File: src/rtl/spi_reg_target.sv
// 3-wire SPI target with a small 8-bit register bank; SPI pins are oversampled on aclk.
// Transactions are {rw, addr[6:0]} then data bytes, with the address advancing per byte.
module spi_reg_target #(
  parameter int         NUM_REGS    = 8,
  parameter logic [7:0] ID_VALUE    = 8'hA5,
  parameter logic [7:0] RESET_VALUE = 8'h00
) (
  input  logic                  aclk,
  input  logic                  aresetn,
  input  logic                  spi_clk,
  input  logic                  spi_cs_b,
  input  logic                  spi_data_i,
  output logic                  spi_data_o,
  output logic                  spi_data_t,
  output logic [NUM_REGS*8-1:0] reg_q,
  output logic                  reg_wr_stb,
  output logic [6:0]            reg_wr_addr,
  output logic                  busy,
  output logic [1:0]            o_dbg_state
);

  typedef enum logic [1:0] {IDLE, CMD, WR_DATA, RD_DATA} state_t;

  state_t                     r_state;
  logic                       r_clk_s1, r_clk_s2, r_clk_s3;
  logic                       r_cs_s1, r_cs_s2;
  logic                       r_din_s1, r_din_s2;
  logic [3:0]                 r_bcnt;
  logic [6:0]                 r_shift_in;
  logic [7:0]                 r_shift_out;
  logic [6:0]                 r_addr;
  logic [NUM_REGS-1:1][7:0]   r_bank;

  logic       w_rise, w_fall, w_wr_hit;
  logic [7:0] w_byte, w_cmd_rd, w_next_rd;
  logic [6:0] w_addr_next;

  // Register 0 is the constant ID; unmapped addresses read as zero.
  function automatic logic [7:0] rd_reg(input logic [6:0] a,
                                        input logic [NUM_REGS-1:1][7:0] bank);
    logic [7:0] v;
    v = (a == 7'd0) ? ID_VALUE : 8'h00;
    for (int i = 1; i < NUM_REGS; i++)
      if (a == 7'(i)) v = bank[i];
    return v;
  endfunction

  assign w_rise      = r_clk_s2 & ~r_clk_s3;
  assign w_fall      = ~r_clk_s2 & r_clk_s3;
  assign w_byte      = {r_shift_in, r_din_s2};
  assign w_addr_next = r_addr + 7'd1;
  assign w_cmd_rd    = rd_reg(w_byte[6:0], r_bank);
  assign w_next_rd   = rd_reg(w_addr_next, r_bank);
  assign w_wr_hit    = (r_addr != 7'd0) && (32'(r_addr) < NUM_REGS);
  assign reg_q       = {r_bank, ID_VALUE};
  assign o_dbg_state = r_state;

  always_ff @(posedge aclk or negedge aresetn) begin
    if (!aresetn) begin
      r_clk_s1 <= 1'b0; r_clk_s2 <= 1'b0; r_clk_s3 <= 1'b0;
      r_cs_s1  <= 1'b1; r_cs_s2  <= 1'b1;
      r_din_s1 <= 1'b0; r_din_s2 <= 1'b0;
    end else begin
      r_clk_s1 <= spi_clk;    r_clk_s2 <= r_clk_s1; r_clk_s3 <= r_clk_s2;
      r_cs_s1  <= spi_cs_b;   r_cs_s2  <= r_cs_s1;
      r_din_s1 <= spi_data_i; r_din_s2 <= r_din_s1;
    end
  end

  always_ff @(posedge aclk or negedge aresetn) begin
    if (!aresetn) begin
      r_state     <= IDLE;
      r_bcnt      <= 4'd0;
      r_shift_in  <= 7'd0;
      r_shift_out <= 8'd0;
      r_addr      <= 7'd0;
      r_bank      <= {(NUM_REGS-1){RESET_VALUE}};
      spi_data_o  <= 1'b0;
      spi_data_t  <= 1'b1;
      reg_wr_stb  <= 1'b0;
      reg_wr_addr <= 7'd0;
      busy        <= 1'b0;
    end else begin
      reg_wr_stb <= 1'b0;
      if (r_cs_s2) begin
        // Deselect from any state drops a partial byte and releases the pad.
        r_state    <= IDLE;
        r_bcnt     <= 4'd0;
        spi_data_t <= 1'b1;
        spi_data_o <= 1'b0;
        busy       <= 1'b0;
      end else begin
        case (r_state)
          IDLE: begin
            r_state <= CMD;
            r_bcnt  <= 4'd0;
            busy    <= 1'b1;
          end
          CMD: if (w_rise) begin
            r_shift_in <= w_byte[6:0];
            if (r_bcnt == 4'd7) begin
              r_bcnt <= 4'd0;
              r_addr <= w_byte[6:0];
              if (w_byte[7]) begin
                r_state     <= RD_DATA;
                r_shift_out <= w_cmd_rd;
                spi_data_o  <= w_cmd_rd[7];
                spi_data_t  <= 1'b0;
              end else begin
                r_state <= WR_DATA;
              end
            end else begin
              r_bcnt <= r_bcnt + 4'd1;
            end
          end
          WR_DATA: if (w_rise) begin
            r_shift_in <= w_byte[6:0];
            if (r_bcnt == 4'd7) begin
              r_bcnt <= 4'd0;
              r_addr <= w_addr_next;
              if (w_wr_hit) begin
                reg_wr_stb  <= 1'b1;
                reg_wr_addr <= r_addr;
                for (int i = 1; i < NUM_REGS; i++)
                  if (r_addr == 7'(i)) r_bank[i] <= w_byte;
              end
            end else begin
              r_bcnt <= r_bcnt + 4'd1;
            end
          end
          RD_DATA: begin
            if (w_rise) begin
              if (r_bcnt != 4'd8) r_bcnt <= r_bcnt + 4'd1;
            end else if (w_fall) begin
              // bcnt==0 is the trailing fall of the command byte: keep bit 7 on the pad.
              if (r_bcnt == 4'd8) begin
                r_bcnt      <= 4'd0;
                r_addr      <= w_addr_next;
                r_shift_out <= w_next_rd;
                spi_data_o  <= w_next_rd[7];
              end else if (r_bcnt != 4'd0) begin
                r_shift_out <= {r_shift_out[6:0], 1'b0};
                spi_data_o  <= r_shift_out[6];
              end
            end
          end
          default: r_state <= IDLE;
        endcase
      end
    end
  end

endmodule

File: config.mk
export PLATFORM = sky130hd
export DESIGN_NAME = spi_reg_target
export DESIGN_NICKNAME = d
export VERILOG_FILES = /design/src/rtl/spi_reg_target.sv
export SDC_FILE = /design/constraint.sdc
export NUM_CORES = 1
export LEC_CHECK = 0
export ABC_CLOCK_PERIOD_IN_PS = 2300
export BUFFER_PORTS_ARGS = -buffer_cell sky130_fd_sc_hd__buf_2
export CORE_MARGIN = 10
export CORE_UTILIZATION = 40
export CTS_CLUSTER_DIAMETER = 30
export DETAILED_ROUTE_END_ITERATION = 16
export PLACE_DENSITY = 0.69
export SLEW_MARGIN = 20
export SYNTH_ARGS = -nofsm -noshare
export SYNTH_HDL_FRONTEND = slang
export SYNTH_SLANG_ARGS = --single-unit
File: constraint.sdc
create_clock -name aclk -period 2.3 [get_ports aclk]
set_input_delay 0.345 -clock aclk [delete_from_list [all_inputs] [get_ports aclk]]
set_output_delay 0.345 -clock aclk [all_outputs]
set_load 0.05 [all_outputs]
Yosys cells after proc, flatten, opt, wreduce, memory -nomap -nowiden. Cells that the tools add are included.

Logic and storage cells: 175. Bits of input ports: 5. Register bits: 101.

$lt $le $gt $ge: 1. Bitwise gates (word level): 5. Eq/ne operators: 46. Muxes and demuxes: 66. $add $sub $neg: 2. Reduce and logical (&&, ||, !) cells: 31.

Operators with widths (count): $mux W8 (16); $mux W7 (14); $eq A7 B3 Y1 const B (12); $eq A7 B2 Y1 const B (6); $reduce_and A6 Y1 (7); $mux W4 (7); $eq A7 B1 Y1 const B (3); $mux W1 (21); $pmux W7 S3 (1); $ne A4 B4 Y1 const B (5); $ne A3 B3 Y1 const B (6); $ne A2 B2 Y1 const B (8); $logic_not A7 Y1 (2); $pmux W7 S2 (1); $pmux W4 S3 (1); $reduce_bool A2 Y1 (6); $reduce_and A9 Y1 (1); $reduce_bool A3 Y1 (3); $reduce_and A4 Y1 (2); $reduce_and A8 Y1 (1); $add A7 B1 Y7 const B (1); $lt A7 B4 Y1 const B (1); $reduce_and A7 Y1 (1); $reduce_bool A7 Y1 (1); 17 further kinds (24).

Longest topological paths before layout.
Word-level depth: 15. Depth in mapped cells: 11. Mapped depth without buffers: 8.

Worst setup path after synthesis. No wires, ideal clock.

Kind: register -> register. Start: register r_addr[0]. End: register r_bank, in the netlist reg_q[57]. Data arrival time: 2.288 ns. Library setup time: 0.128 ns. Stages on the path, launching flop included: 11. Data required time: 2.172 ns. Period minus slack after synthesis: 2.415 ns. Path slack: -0.115 ns. Cells stage by stage: dfrtp_1 clkbuf_1 inv_1 ha_1 nor2b_1 nor3_1 nand4_1 buf_2 nor3b_4 nand3_4 mux2_1.

Cells in the longest elaborated chain, start to end: 3.

Ends and longest elaborated chain: from (decl) (RTL line 31) `logic [6:0] r_addr;`; from (signal assigned) (RTL line 103) `r_addr <= w_byte[6:0];`; from (signal assigned) (RTL line 120) `r_addr <= w_addr_next;`; from (signal assigned) (RTL line 138) `r_addr <= w_addr_next;`; $lt A7 B4 Y1 or $reduce_bool A7 Y1 (tied branches) (RTL line 54) `assign w_wr_hit = (r_addr != 7'd0) && (32'(r_addr) < NUM_REGS);`; $logic_and A1 B1 Y1 (RTL line 54); $reduce_and A6 Y1 (no line) (*); to (signal assigned) (RTL line 77) `r_bank <= {(NUM_REGS-1){RESET_VALUE}};`; to (signal, indexed assignment) (RTL line 125) `if (r_addr == 7'(i)) r_bank[i] <= w_byte;`; to (decl) (RTL line 32) `logic [NUM_REGS-1:1][7:0] r_bank;`.

Mark *: on every way between the ends. The rest lies on a longest branch, timed or not. A chain may end at the register's enable or synchronous reset.

Worst setup path after layout.
Start: register r_bcnt[1]. End: register r_bank, in the netlist reg_q[59].

Cells in the longest elaborated chain, start to end: 2.

Ends and longest elaborated chain: from (decl) (RTL line 28) `logic [3:0] r_bcnt;`; from (signal assigned) (RTL line 113) `r_bcnt <= r_bcnt + 4'd1;`; from (signal assigned) (RTL line 128) `r_bcnt <= r_bcnt + 4'd1;`; from (signal assigned) (RTL line 133) `if (r_bcnt != 4'd8) r_bcnt <= r_bcnt + 4'd1;`; $eq A4 B3 Y1 (RTL line 118) `if (r_bcnt == 4'd7) begin`; $reduce_and A6 Y1 (no line).

No other way between the ends.

==> impl_metrics.env <==
export IMPL_wl_per_cell_um=20.8
export IMPL_yosys_area_top_type_share=0.445
export IMPL_power_density_mw_per_mm2=842
export IMPL_timing_final_ws_setup_ns=0.0907
export IMPL_worst_pin_slew_ns=0.494
export IMPL_outcome="finished, final reports clean"
export IMPL_globalRoute_totalOverflow=0
export IMPL_worst_r2r_startpoint="r_bcnt[1]$_DFFE_PN0P_"
export IMPL_num_antenna_cells=0
export IMPL_first_pass_detailed_route_iteration_total=5
export IMPL_place_congestion=0.992
export IMPL_netlist_instances=524
export IMPL_detail_route_antenna_nets=0
export IMPL_synth_warnings=0
export IMPL_syn_avg_cell_area_um2=10.5
export IMPL_initial_core_util=0.413
export IMPL_dieHeight_um=137
export IMPL_maximum_fanout_encountered_on_the_critical_timing_path=8
export IMPL_critical_path_top_delay_family="simple AND/OR/NAND/NOR gates"
export IMPL_worst_clock_skew_ns=0.0151
export IMPL_timing_worst_setup_path_type="flop to flop"
export IMPL_critical_path_required_ns=2.55
export IMPL_num_io_pins=82
export IMPL_drt_first_iter_violations=539
export IMPL_slew_headroom=0.668
export IMPL_internal_power_w=0.00368
export IMPL_cp_arrival_ns=2.46
export IMPL_critical_path_buf_inv_count=1
export IMPL_chipWidth_um=137
export IMPL_syn_area_mm2=0.00551
export IMPL_finalCritPeriodShare=0.961
export IMPL_detailedPlacementHpwl_um=12000
export IMPL_max_stage_delay_ns=0.39
export IMPL_hold_depth=1
export IMPL_synth_largest_area_cell="dfrtp_1"
export IMPL_post_route_cells_drive_above_1_share=0.400
export IMPL_footprint_of_the_multi_input_gates_mm2=0.00291
export IMPL_p_comb_frac=0.340
export IMPL_clock_sinks=101
export IMPL_layout_area_seq_mm2=0.00253
export IMPL_crit_path_cell_trace="ha_2 -> nand3b_1 -> nor2_2 -> nand4_1 -> nor3b_4 -> buf_4 -> nand3_4 -> mux2_4"
export IMPL_power_switching_w=0.00207
export IMPL_yosysUniqueCellTypes=62
export IMPL_finalHoldViolCount=0
export IMPL_timing_max_cap_violations=0
export IMPL_cts_tree="done"
export IMPL_vias_per_cell=5.85
export IMPL_dp_worst_setup_slack_ns=-0.124
export IMPL_finalCriticalPeriod_ns=2.21
export IMPL_hp_start="spi_data_i"
export IMPL_ff2ff_path_depth=8
export IMPL_worst_hold_path_type="primary input to flop"
export IMPL_fin_nets=639
export IMPL_ys_top_cells_by_area="dfrtp_1 (45%), mux2_2 (13%), ha_1 (2.7%)"
export IMPL_total_leakage_power_nw=3.33
export IMPL_min_to="r_din_s1$_DFF_PN0_"
export IMPL_root_buffer="clkbuf_16"
export IMPL_crit_path_start_kind="flop"
export IMPL_vias=4698
export IMPL_final_hold_worst_slack_ns=0.0863
export IMPL_synth_seq_cells=101
export IMPL_seq_power_share=0.359
export IMPL_ys_seq_area_frac=0.459
export IMPL_timing_fmax_ghz=0.453
export IMPL_fin_tns_setup_ns=0
export IMPL_cts_max_level=3
export IMPL_drc=0
export IMPL_regToRegEndpoint="reg_q[59]$_DFFE_PN0P_"
export IMPL_port_buffers=73
export IMPL_clockBufferDepth=2
export IMPL_number_of_max_slew_violations_in_the_final_report=0
export IMPL_clk_insertion_delay_late_ns=0.37
export IMPL_number_of_global_route_vias_before_repair=4511
export IMPL_power_share_clock=0.301
export IMPL_fin_total_pwr_w=0.00575
export IMPL_cts_buffers_inserted=9
export IMPL_ir_drop_uv=546
export IMPL_worst_path_max_delay_cell="dfrtp_1"
export IMPL_timing_reg2reg_setup_slack_ns=0.09
export IMPL_placeableCoreArea_mm2=0.0133
export IMPL_cts_clk_slew_worst_paths_ns=0.07
export IMPL_grt_max_degree=76
export IMPL_setup_worst_path_end_class="flop"
export IMPL_ys_dominant_reg_cell="dfrtp_1"
export IMPL_area_growth_pct=24.0
export IMPL_fp_dieArea_mm2=0.0189
export IMPL_utilization=0.512
export IMPL_num_rows=42
export IMPL_synth_async_sr_flop_share=1.00
export IMPL_detail_route_wirelength_um=16700
export IMPL_grt_pass1_wl_um=26000
export IMPL_nFillCells=1210
export IMPL_all_layer_gr_usage=0.177
export IMPL_antenna_found_initial=0
export IMPL_switching_share=0.360
export IMPL_unrepaired_setup_endpoints_after_global_routing="yes"
export IMPL_synth_enable_flop_cells=0
export IMPL_final_setup_viol_count=0
==> routing by layer <==
metal  track usage  routed length [um]  up-vias
met2         0.268                7670      231
met1         0.238                6840     2313
met5             0                   0        -
met3        0.0535                1810       40
li1              -                   -     2114
met4        0.0550                 386        0
==> stage by stage <==
stage | std cells | area [um2]
final | 803 | 6830
after global routing | 803 | 6830
after CTS | 796 | 6660
after detailed placement | 779 | 6280
after global placement | 779 | 6280
after floorplan | 530 | 5550
==> cell usage in the layout (no fill, tap or decap), types with 5 or more instances in the layout <==
master | netlist | routed
mux2_2 | 66 | 66
a21oi_1 | 23 | 22
a31oi_1 | 7 | 6
nor2_1 | 35 | 35
conb_1 | 2 | 8
mux2i_1 | 14 | 14
nand2b_1 | 10 | 10
clkbuf_16 | 0 | 9
ha_1 | 12 | 7
buf_4 | 8 | 47
buf_2 | 6 | 72
and2_1 | 6 | 6
o211ai_1 | 5 | 5
dfrtp_1 | 98 | 98
o21ai_0 | 29 | 29
a221oi_1 | 6 | 6
nand2_2 | 3 | 5
nand2_1 | 30 | 28
nand3_1 | 7 | 7
nand3b_1 | 5 | 5
inv_1 | 14 | 12
o22ai_1 | 22 | 21
mux2_4 | 0 | 8
==> area by class of cell <==
class,count,share of cell area
Clock buffer,9,0.0330
Clock inverter,7,0.0163
Inverter,14,0.00769
Multi-Input combinational cell,373,0.426
Sequential cell,101,0.371
Tap cell,176,0.0322
Timing Repair Buffer,123,0.115
==> worst register-to-register path, stage by stage, from the launching register on <==
cell and delay [ns]:
dfrtp_1 0.39, ha_2 0.21, nand3b_1 0.15, nor2_2 0.18, nand4_1 0.23, nor3b_4 0.26
buf_4 0.15, nand3_4 0.19, mux2_4 0.36
==> worst max path at each step <==
stage,start,to,slack [ns],cells after the start
floorplan,r_addr[0]$_DFFE_PN0P_,reg_q[57]$_DFFE_PN0P_,0.0003,10
global placement,r_addr[0]$_DFFE_PN0P_,r_shift_out[5]$_DFFE_PN0P_,-0.08,8
detailed placement,r_addr[0]$_DFFE_PN0P_,r_shift_out[5]$_DFFE_PN0P_,-0.12,8
CTS,r_addr[1]$_DFFE_PN0P_,reg_q[59]$_DFFE_PN0P_,0.005,8
global route,r_bcnt[1]$_DFFE_PN0P_,reg_q[59]$_DFFE_PN0P_,-0.04,8
finish,r_bcnt[1]$_DFFE_PN0P_,reg_q[59]$_DFFE_PN0P_,0.09,8
==> synth_stat cells (2+ instances only) <==
library cell	count
buf_2	6
and3_1	3
nand2b_1	10
a221oi_1	6
a32oi_1	5
o22a_1	4
inv_1	14
o21ai_0	29
a211oi_1	3
mux2i_1	14
nand2_2	3
a21o_1	2
a211o_1	2
nor3_1	4
nand2_1	30
nand4_1	3
o211ai_1	5
ha_1	12
o31ai_1	4
conb_1	2
dfrtp_1	98
mux2_1	8
nor3b_1	2
nor2_2	2
a21oi_1	23
a31oi_1	7
a22o_1	2
nand3b_1	5
nand3_1	7
or4_1	2
nor2b_1	5
and2_1	6
buf_4	8
nor2_1	35
mux2_2	66
and4_1	2
o22ai_1	22
dfstp_2	3
a22oi_1	4
o221ai_1	2
clkbuf_1	27
a221o_1	2
or3_1	3
o32ai_1	4
==> kinds of logic (layout without fill, tap and decap cells) <==
family / count (synthesis) / in the layout / synth area share
simple gates: 131 / 131 / 0.128
flops: 101 / 101 / 0.459
mux: 89 / 89 / 0.181
buf+inv: 56 / 153 / 0.0450
fa+ha+maj: 12 / 12 / 0.0272
other cells: 2 / 8 / 0.00136
compound gates: 133 / 133 / 0.158
==> registers in the layout, indices dropped and copies added, names as in the netlist <==
signal,flops
reg_q,56
r_addr,7
r_shift_in,7
r_shift_out,7
reg_wr_addr,7
r_bcnt,4
o_dbg_state,2
busy,1
r_clk_s1,1
r_clk_s2,1
r_clk_s3,1
r_cs_s1,1
r_cs_s2,1
r_din_s1,1
r_din_s2,1
reg_wr_stb,1
spi_data_o,1
spi_data_t,1
==> timing repair <==
| action | in CTS | in global routing |
|---|---|---|
| hold endpoints to repair | 26 | 0 |
| pin swaps | 1 | 6 |
| buffers inserted | 0 | 7 |
| hold buffers | 1 | 0 |
| resized for setup | 7 | 28 |
| endpoints found under the setup margin | 12 | 64 |
==> power by group through the flow <==
stage | sequential, W | combinational, W | clock, W
floorplan | 0.00204 | 0.00115 | 0
global placement | 0.00208 | 0.00172 | 0
detailed placement | 0.00208 | 0.00175 | 0
CTS | 0.00205 | 0.00181 | 0.00177
global route | 0.00208 | 0.00210 | 0.00184
finish | 0.00206 | 0.00196 | 0.00173
(Power assumes the default switching activity.)
